<file path="config.mk">
export PLATFORM = sky130hd
export DESIGN_NAME = adbg_core_run_ctrl
export DESIGN_NICKNAME = d
export VERILOG_FILES = /design/src/rtl/adbg_run_ctrl_pkg.sv /design/src/rtl/adbg_core_run_fsm.sv /design/src/rtl/adbg_core_run_ctrl.sv
export SDC_FILE = /design/constraint.sdc
export NUM_CORES = 1
export LEC_CHECK = 0
export CAP_MARGIN = 15
export CORE_ASPECT_RATIO = 0.75
export CORE_MARGIN = 10
export CORE_UTILIZATION = 50
export CTS_CLUSTER_SIZE = 25
export DETAILED_ROUTE_END_ITERATION = 8
export DONT_BUFFER_PORTS = 1
export GPL_TIMING_DRIVEN = 0
export PLACE_DENSITY_LB_ADDON = 0.1
export SETUP_SLACK_MARGIN = 0.2
export SKIP_LAST_GASP = 1
export SLEW_MARGIN = 20
export SYNTH_ARGS = -nofsm -noshare
export SYNTH_HDL_FRONTEND = slang
export SYNTH_SLANG_ARGS = --single-unit
</file>
<file path="constraint.sdc">
create_clock -name cpu_clk_i -period 4.05 [get_ports cpu_clk_i]
set_input_delay 0.81 -clock cpu_clk_i [delete_from_list [all_inputs] [get_ports cpu_clk_i]]
set_output_delay 0.81 -clock cpu_clk_i [all_outputs]
set_load 0.01 [all_outputs]
</file>
<file path="src/rtl/adbg_run_ctrl_pkg.sv">
// Shared types for the per-core debug run-control block: command opcodes
// and the per-core run state.
package adbg_run_ctrl_pkg;

    typedef enum logic [1:0] {
        CMD_HALT   = 2'd0,
        CMD_RESUME = 2'd1,
        CMD_STEP   = 2'd2,
        CMD_CLEAR  = 2'd3
    } cmd_op_e;

    typedef enum logic [1:0] {
        ST_RUN       = 2'd0,
        ST_HALT_WAIT = 2'd1,
        ST_HALTED    = 2'd2,
        ST_STEP      = 2'd3
    } run_state_e;

endpackage

</file>
<file path="src/rtl/adbg_core_run_fsm.sv">
// Run-control FSM for a single core: halt/resume/step sequencing, halt-ack
// wait counter with forced-halt timeout, and the sticky bp/timeout flags.
module adbg_core_run_fsm
    import adbg_run_ctrl_pkg::*;
#(
    parameter int unsigned HALT_TIMEOUT = 255
) (
    input  logic       clk_i,
    input  logic       rst_ni,
    input  logic       bp_i,          // own breakpoint OR group trigger
    input  logic       halted_i,
    input  logic       cmd_halt_i,    // strobes are only high on an accepted command
    input  logic       cmd_resume_i,
    input  logic       cmd_step_i,
    input  logic       cmd_clear_i,
    output logic       stall_o,
    output logic       status_halted_o,
    output logic       status_bp_o,
    output logic       status_timeout_o,
    output run_state_e state_o
);

    localparam int unsigned      CNT_W   = $clog2(HALT_TIMEOUT + 1);
    localparam logic [CNT_W-1:0] CNT_MAX = CNT_W'(HALT_TIMEOUT);

    run_state_e       state_q, state_d;
    logic [CNT_W-1:0] cnt_q, cnt_d;
    logic             bp_flag_q, bp_flag_d;
    logic             to_flag_q, to_flag_d;

    always_ff @(posedge clk_i or negedge rst_ni) begin
        if (!rst_ni) begin
            state_q   <= ST_RUN;
            cnt_q     <= '0;
            bp_flag_q <= 1'b0;
            to_flag_q <= 1'b0;
        end else begin
            state_q   <= state_d;
            cnt_q     <= cnt_d;
            bp_flag_q <= bp_flag_d;
            to_flag_q <= to_flag_d;
        end
    end

    // The counter idles at zero so every HALT_WAIT entry starts a fresh wait.
    always_comb begin
        state_d   = state_q;
        cnt_d     = '0;
        bp_flag_d = bp_flag_q;
        to_flag_d = to_flag_q;
        unique case (state_q)
            ST_RUN: begin
                if (bp_i) begin
                    state_d   = ST_HALT_WAIT;
                    bp_flag_d = 1'b1;
                end else if (cmd_halt_i) begin
                    state_d = ST_HALT_WAIT;
                end
            end
            ST_HALT_WAIT: begin
                if (halted_i) begin
                    state_d = ST_HALTED;
                end else if (cnt_q == CNT_MAX) begin
                    state_d   = ST_HALTED;
                    to_flag_d = 1'b1;
                end else begin
                    cnt_d = cnt_q + CNT_W'(1);
                end
            end
            ST_HALTED: begin
                if (cmd_resume_i) begin
                    state_d   = ST_RUN;
                    bp_flag_d = 1'b0;
                end else if (cmd_step_i) begin
                    state_d = ST_STEP;
                end
            end
            ST_STEP: begin
                state_d = ST_HALT_WAIT;
                if (bp_i) begin
                    bp_flag_d = 1'b1;
                end
            end
            default: state_d = ST_RUN;
        endcase
        if (cmd_clear_i) begin
            to_flag_d = 1'b0;
        end
    end

    // A breakpoint stalls combinationally, before the FSM has reacted.
    assign stall_o          = bp_i | (state_q == ST_HALT_WAIT) | (state_q == ST_HALTED);
    assign status_halted_o  = (state_q == ST_HALTED);
    assign status_bp_o      = bp_flag_q;
    assign status_timeout_o = to_flag_q;
    assign state_o          = state_q;

endmodule

</file>
<file path="src/rtl/adbg_core_run_ctrl.sv">
// Multi-core run control: group-trigger fan-out, command handshake and
// decode, and one run FSM per core.
module adbg_core_run_ctrl
    import adbg_run_ctrl_pkg::*;
#(
    parameter int unsigned NB_CORES     = 4,
    parameter int unsigned HALT_TIMEOUT = 255
) (
    input  logic                cpu_clk_i,
    input  logic                cpu_rstn_i,
    input  logic                cmd_valid_i,
    output logic                cmd_ready_o,
    input  logic [1:0]          cmd_op_i,
    input  logic [NB_CORES-1:0] cmd_mask_i,
    input  logic [NB_CORES-1:0] group_mask_i,
    input  logic [NB_CORES-1:0] bp_i,
    input  logic [NB_CORES-1:0] halted_i,
    output logic [NB_CORES-1:0] cpu_stall_o,
    output logic [NB_CORES-1:0] status_halted_o,
    output logic [NB_CORES-1:0] status_bp_o,
    output logic [NB_CORES-1:0] status_timeout_o
);

    // Handshake: a command is taken on any cycle where cmd_valid_i and
    // cmd_ready_o are both high; ready drops while any core is mid-halt or stepping.
    logic                grp_hit;
    logic [NB_CORES-1:0] grp_term;
    logic [NB_CORES-1:0] bp_eff;
    logic [NB_CORES-1:0] busy;
    logic                cmd_acc;
    logic [NB_CORES-1:0] halt_vec, resume_vec, step_vec, clear_vec;
    run_state_e          core_state [NB_CORES];

    assign grp_hit     = |(bp_i & group_mask_i);
    assign grp_term    = group_mask_i & {NB_CORES{grp_hit}};
    assign bp_eff      = bp_i | grp_term;
    assign cmd_ready_o = ~|busy;
    assign cmd_acc     = cmd_valid_i & cmd_ready_o;

    always_comb begin
        halt_vec   = '0;
        resume_vec = '0;
        step_vec   = '0;
        clear_vec  = '0;
        if (cmd_acc) begin
            unique case (cmd_op_e'(cmd_op_i))
                CMD_HALT:   halt_vec   = cmd_mask_i;
                CMD_RESUME: resume_vec = cmd_mask_i;
                CMD_STEP:   step_vec   = cmd_mask_i;
                CMD_CLEAR:  clear_vec  = cmd_mask_i;
                default:    halt_vec   = '0;
            endcase
        end
    end

    for (genvar i = 0; i < NB_CORES; i++) begin : g_core
        adbg_core_run_fsm #(
            .HALT_TIMEOUT(HALT_TIMEOUT)
        ) u_fsm (
            .clk_i           (cpu_clk_i),
            .rst_ni          (cpu_rstn_i),
            .bp_i            (bp_eff[i]),
            .halted_i        (halted_i[i]),
            .cmd_halt_i      (halt_vec[i]),
            .cmd_resume_i    (resume_vec[i]),
            .cmd_step_i      (step_vec[i]),
            .cmd_clear_i     (clear_vec[i]),
            .stall_o         (cpu_stall_o[i]),
            .status_halted_o (status_halted_o[i]),
            .status_bp_o     (status_bp_o[i]),
            .status_timeout_o(status_timeout_o[i]),
            .state_o         (core_state[i])
        );
        assign busy[i] = (core_state[i] == ST_HALT_WAIT) || (core_state[i] == ST_STEP);
    end

endmodule

</file>
==> results.toml, run 1 <==
[place]
dp_hpwl_mm = 4.79
gp_congestion = 0.784
io_buffers = 0
post-place-cells = 371
dpl-instance-area_um2 = 2980

[sta]
max_freq_mhz = 332
tightest_slew_ns = 0.449
relSlewSlack_pct = 69.9
hold_viol = 0
rsz0062_at_grt = "false"
setup_viol = 0
slew_viol_final = 0
period_share_pct = 74.4
clock_skew_ns = 0.00696
fin_crit_ns = 3.01
tns_ns = 0

[grt]
track_usage_pct = 14.1
grt_pass1_wl_mm = 10.6
grt_pass1_vias = 2032
gr-total-overflow = 0
grt_max_degree = 49
grt_antenna_before_repair = 0

[power]
switching_share_pct = 36.8
power_density_nw_per_um2 = 566
internal_power_mw = 1.10
max-vdd-ir-drop_mv = 0.357
power.share.combinational_pct = 44.3
p_leak_nw = 1.38
p_sw_uw = 642
seq_power_share_pct = 36.1
pwr-share-clk_pct = 19.6

[routing]
dr_wl_met2_mm = 2.49
wl_per_cell_um = 16.2
wirelength_met1_mm = 3.10
met3RoutedLength_um = 518
vias = 2044
highest-signal-layer = "met4"
viasPerCell = 5.39
initialDrtViolationCount = 90
drt_wl_total_mm = 6.15
drc_errors = 0
antenna_left = 0
drtPass1Iterations = 4

[floorplan]
die_w_um = 108
ios = 38
die_h_um = 85.7
initial_core_util_pct = 52.7
coreArea_um2 = 5470
die_area_um2 = 9230
rows = 23

[finish]
n_antenna_cell = 0
layout_commonest_cell = "dfrtp_1"
layout_common_cells = "dfrtp_1, nor2_1, ha_1, nand2_1"
drive_gt1_share_pct = 11.2
nets = 344
n_fill_cell = 509
area_delta_synth_final_pct = 6.99
stdcell_count = 379
stdcell_area_um2 = 3080

[critical_path]
worstPathRequired_ns = 3.24
arrival_ns = 2.20
critPathKind = "input port to output port"
slowest_delay_ns = 0.41
cp_cell_sequence = "a222oi_1, nand2_1, a21o_1, or3_1, buf_4"
path_max_fanout = 6
endpoint_kind = "output port"
crit_family = "compound AO/OA/AOI/OAI gates"
cp_slowest_cell = "a222oi_1"
crit_path_start_kind = "input port"
crit_buf_inv = 1

[synth]
synthDistinctLibCells = 44
synthAdderAreaFrac_pct = 8.68
synth_top_family_by_area = "simple AND/OR/NAND/NOR gates"
synth-compound-area-share_pct = 13.9
synthMuxAreaShare_pct = 1.74
ys_async_sr_fraction_pct = 100
synth-xor-area-share_pct = 7.29
ys_ff_latch = 48
syn-num-nets = 337
syn_inst = 296
synth_warnings = 0
ys_seq_area_share_pct = 41.7
synthFlopType = "dfrtp_1"
synth_edf_count = 0
syn-cell-area_um2 = 2880
synth.avg_cell_area_um2 = 9.73
synth-simple-area-share_pct = 20.7

[clock_network]
cts_tree = "built"
postCtsHoldBufs = 0
clk_path_buf_depth = 2
cts_made_buffers = 5
post_cts_buffers = 0
clockRootBuffer = "clkbuf_8"
cts_resized = 0
clkTransAtPathRegs_ns = 0.09
htree_levels = 2
clock_latency_ns = 0.30
numClockSinks = 48

[job]
cap_viol_max_count = 0

[min_path]
min_path_type = "input port to async pin"

[outcome]
run_status = "finished, final reports clean"
cell families (layout without fill, tap and decap cells):
| group | after synthesis | in the layout |
|---|---|---|
| multiplexers | 5 | 5 |
| buffers and inverters | 30 | 38 |
| flip-flops | 48 | 48 |
| AO/OA/AOI/OAI | 53 | 53 |
| AND/OR/NAND/NOR | 116 | 116 |
| XOR/XNOR | 24 | 24 |
| adder cells (fa/ha/maj) | 20 | 20 |
final cells by class:
type	count	area, µm²	share of cell area, %
tap	75	93.8	3.04
clock inverter	2	35.0	1.14
multi-input combinational	218	1510	48.9
inverter	14	52.6	1.70
sequential	48	1200	39.0
clock buffer	6	72.6	2.35
buffer	16	120	3.90
through the flow:
stage          utilization, %  setup slack (ns)  hold slack, ns  total power, mW
2_1_floorplan               -              1.26           0.447             1.26
3_3_place_gp             54.4              1.09           0.469             1.39
3_5_place_dp             54.4              1.04           0.474             1.41
4_1_cts                  56.4              1.03           0.183             1.77
5_1_grt                  56.4             0.854           0.170             1.88
6_report                 56.4              1.04           0.193             1.74
cell usage after synthesis (6+ instances only):
master	count	area share, %
dfrtp_1	48	42
nor2_1	39	5.1
ha_1	20	8.7
nand2_1	18	2.3
buf_4	16	4.2
nand3_1	16	2.8
a21oi_1	15	2.6
inv_1	14	1.8
xnor2_1	12	3.6
xor2_1	12	3.6
and2_1	6	1.3
nand2b_1	6	1.3
worst register-to-register path: stages, from the launching register on:
cell and delay, ns:
dfrtp_1 0.40, inv_1 0.10, ha_1 0.29, nor4_2 0.44, nand4_1 0.29, and2_1 0.25
a311oi_2 0.26, mux2i_1 0.25
power groups by stage:
stage | clock, mW | sequential, mW | combinational [mW]
3_3_place_gp | 0 | 0.636 | 0.758
4_1_cts | 0.355 | 0.630 | 0.782
5_1_grt | 0.373 | 0.643 | 0.867
2_1_floorplan | 0 | 0.622 | 0.635
6_report | 0.342 | 0.629 | 0.773
3_5_place_dp | 0 | 0.641 | 0.774
layer usage:
layer	GRT usage [%]	vias to the layer above
met1	20.5	953
li1	-	1035
met2	19.6	50
met5	0	-
met3	4.86	6
met4	2.54	0
registers in the layout, indices dropped and copies added (netlist names):
name                           count
g_core.u_fsm.cnt_q                32
g_core.u_fsm.state_o               8
g_core.u_fsm.status_bp_o           4
g_core.u_fsm.status_timeout_o      4
worst paths after layout:
path	endpoint	cells past startpoint	slack (ns)	from
worst max-delay path	cpu_stall_o[1]	5	1.04	bp_i[0]
max in group asynchronous	g_core[1].u_fsm.cnt_q[4]$_DFF_PN0_	0	3.76	cpu_rstn_i
worst min-delay path	g_core[2].u_fsm.cnt_q[5]$_DFF_PN0_	0	0.19	cpu_rstn_i
min in group cpu_clk_i	g_core[1].u_fsm.cnt_q[0]$_DFF_PN0_	1	0.48	g_core[1].u_fsm.cnt_q[0]$_DFF_PN0_
worst min register to register	g_core[1].u_fsm.cnt_q[0]$_DFF_PN0_	1	0.48	g_core[1].u_fsm.cnt_q[0]$_DFF_PN0_
worst max register to register	g_core[1].u_fsm.state_o[1]$_DFFE_PN0P_	7	1.67	g_core[3].u_fsm.state_o[1]$_DFFE_PN0P_
(Power assumes the default switching activity.)
==> run 2: changes to the inputs <==
==> constraint.sdc (replaced) <==
create_clock -name cpu_clk_i -period 3 [get_ports cpu_clk_i]
set_input_delay 0.6 -clock cpu_clk_i [delete_from_list [all_inputs] [get_ports cpu_clk_i]]
set_output_delay 0.6 -clock cpu_clk_i [all_outputs]
set_load 0.01 [all_outputs]
==> results.toml, run 2 (synthesized netlist as in run 1, its figures left out) <==
[power]
p_sw_uw = 879
pwr-share-clk_pct = 19.5
p_leak_nw = 1.40
power.share.combinational_pct = 44.7
seq_power_share_pct = 35.8
max-vdd-ir-drop_mv = 0.482
power_density_nw_per_um2 = 762
switching_share_pct = 37.1
power_mw = 2.37
internal_power_mw = 1.49

[clock_network]
postCtsHoldBufs = 1
numClockSinks = 48
cts_tree = "built"
htree_levels = 2
cts_resized = 0
post_cts_buffers = 0
clk_path_buf_depth = 2
clock_latency_ns = 0.30
cts_made_buffers = 5
clkTransAtPathRegs_ns = 0.09
clockRootBuffer = "clkbuf_8"

[sta]
clock_skew_ns = 0.00691
relSlewSlack_pct = 69.8
tns_ns = 0
layout_setup_ws_ns = 0.405
setup_viol = 0
slew_viol_final = 0
hold_viol = 0
max_freq_mhz = 385
rsz0062_at_grt = "false"
period_share_pct = 86.5
fin_crit_ns = 2.60
tightest_slew_ns = 0.451

[routing]
antenna_left = 0
wl_per_cell_um = 16.3
vias = 2051
initialDrtViolationCount = 117
drtPass1Iterations = 4
drc_errors = 0
viasPerCell = 5.40
drt_wl_total_mm = 6.21

[grt]
grt_pass1_vias = 2050
gr-total-overflow = 0
grt_max_degree = 49
grt_antenna_before_repair = 0
grt_pass1_wl_mm = 10.7
track_usage_pct = 14.2

[critical_path]
r2r_start = "g_core[3].u_fsm.state_o[1]$_DFFE_PN0P_"
arrival_ns = 2.00
slowest_delay_ns = 0.41
worstPathRequired_ns = 2.40
path_max_fanout = 6
endpoint_kind = "output port"
crit_path_start_kind = "input port"
cp_cell_sequence = "a222oi_1, nand2_1, a21o_1, or3_1, buf_4"
cp_slowest_cell = "a222oi_1"
critPathLaunch = "bp_i[0]"
critPathKind = "input port to output port"

[finish]
nets = 345
largest_register_ffs = 32
layout_commonest_cell = "dfrtp_1"
stdcell_count = 380
regMostFlops = "g_core.u_fsm.cnt_q"
n_antenna_cell = 0
area_delta_synth_final_pct = 7.95
stdcell_area_um2 = 3110
drive_gt1_share_pct = 11.5
layout_common_cells = "dfrtp_1, nor2_1, ha_1, nand2_1"

[floorplan]
ios = 38
rows = 23
coreArea_um2 = 5470
die_h_um = 85.7
die_area_um2 = 9230
die_w_um = 108
initial_core_util_pct = 52.7

[job]
cap_viol_max_count = 0

[place]
post-place-cells = 371
dp_slack_ns = 0.411
io_buffers = 0
dpl-instance-area_um2 = 2980
gp_congestion = 0.784
dp_hpwl_mm = 4.79

[outcome]
run_status = "finished, final reports clean"

[min_path]
min_path_type = "input port to async pin"
==> run 2: layout make-up <==
class                   instances  area [µm²]
fillers                       506        2360
multi-input cells             218        1510
flip-flops and latches         48        1200
plain buffers                  16         120
well taps                      75        93.8
clock buffers                   6        72.6
inverters                      14        52.6
clock inverters                 2        35.0
repair buffers                  1        27.5
==> run 2: power groups by stage <==
stage | Sequential (mW) | Clock, mW | Combinational [mW]
after floorplan | 0.840 | 0 | 0.858
after global placement | 0.859 | 0 | 1.02
after detailed placement | 0.865 | 0 | 1.04
after CTS | 0.851 | 0.480 | 1.07
after global routing | 0.868 | 0.507 | 1.19
final | 0.849 | 0.461 | 1.06
==> run 2: path summary, 6_finish.rpt <==
| check | slack (ns) | cells past startpoint | endpoint |
|---|---|---|---|
| setup / recovery | 0.40 | 5 | cpu_stall_o[1] |
| max in group asynchronous | 2.62 | 1 | g_core[3].u_fsm.cnt_q[1]$_DFF_PN0_ |
| hold reg to reg | 0.48 | 1 | g_core[1].u_fsm.cnt_q[0]$_DFF_PN0_ |
| min in group cpu_clk_i | 0.37 | 1 | g_core[2].u_fsm.status_timeout_o$_DFFE_PN0P_ |
| hold / removal | 0.13 | 1 | g_core[2].u_fsm.cnt_q[4]$_DFF_PN0_ |
| setup reg to reg | 0.62 | 7 | g_core[2].u_fsm.state_o[1]$_DFFE_PN0P_ |
==> run 2: per-stage QoR <==
| stage | hold WS, ns | utilization, % |
|---|---|---|
| 6_report | 0.128 | 56.9 |
| 5_1_grt | 0.142 | 56.9 |
| 4_1_cts | 0.145 | 56.9 |
| 3_5_place_dp | 0.306 | 54.4 |
| 3_3_place_gp | 0.306 | 54.4 |
| 2_1_floorplan | 0.304 | - |
==> run 2: routing by layer <==
metal	global-route usage, %	part of all wire, %	up-vias
met5	0	0	-
met4	2.54	0.64	0
met3	4.71	7.9	6
met2	20.0	41	52
met1	20.6	50	958
li1	-	-	1035
==> run 2: worst max-delay path, delay by kind of cell <==
kind                   cells  cell delay [ns]
buffers and inverters      1             0.16
AOI/OAI and AO/OA          2             0.65
and+or+nand+nor            2             0.58
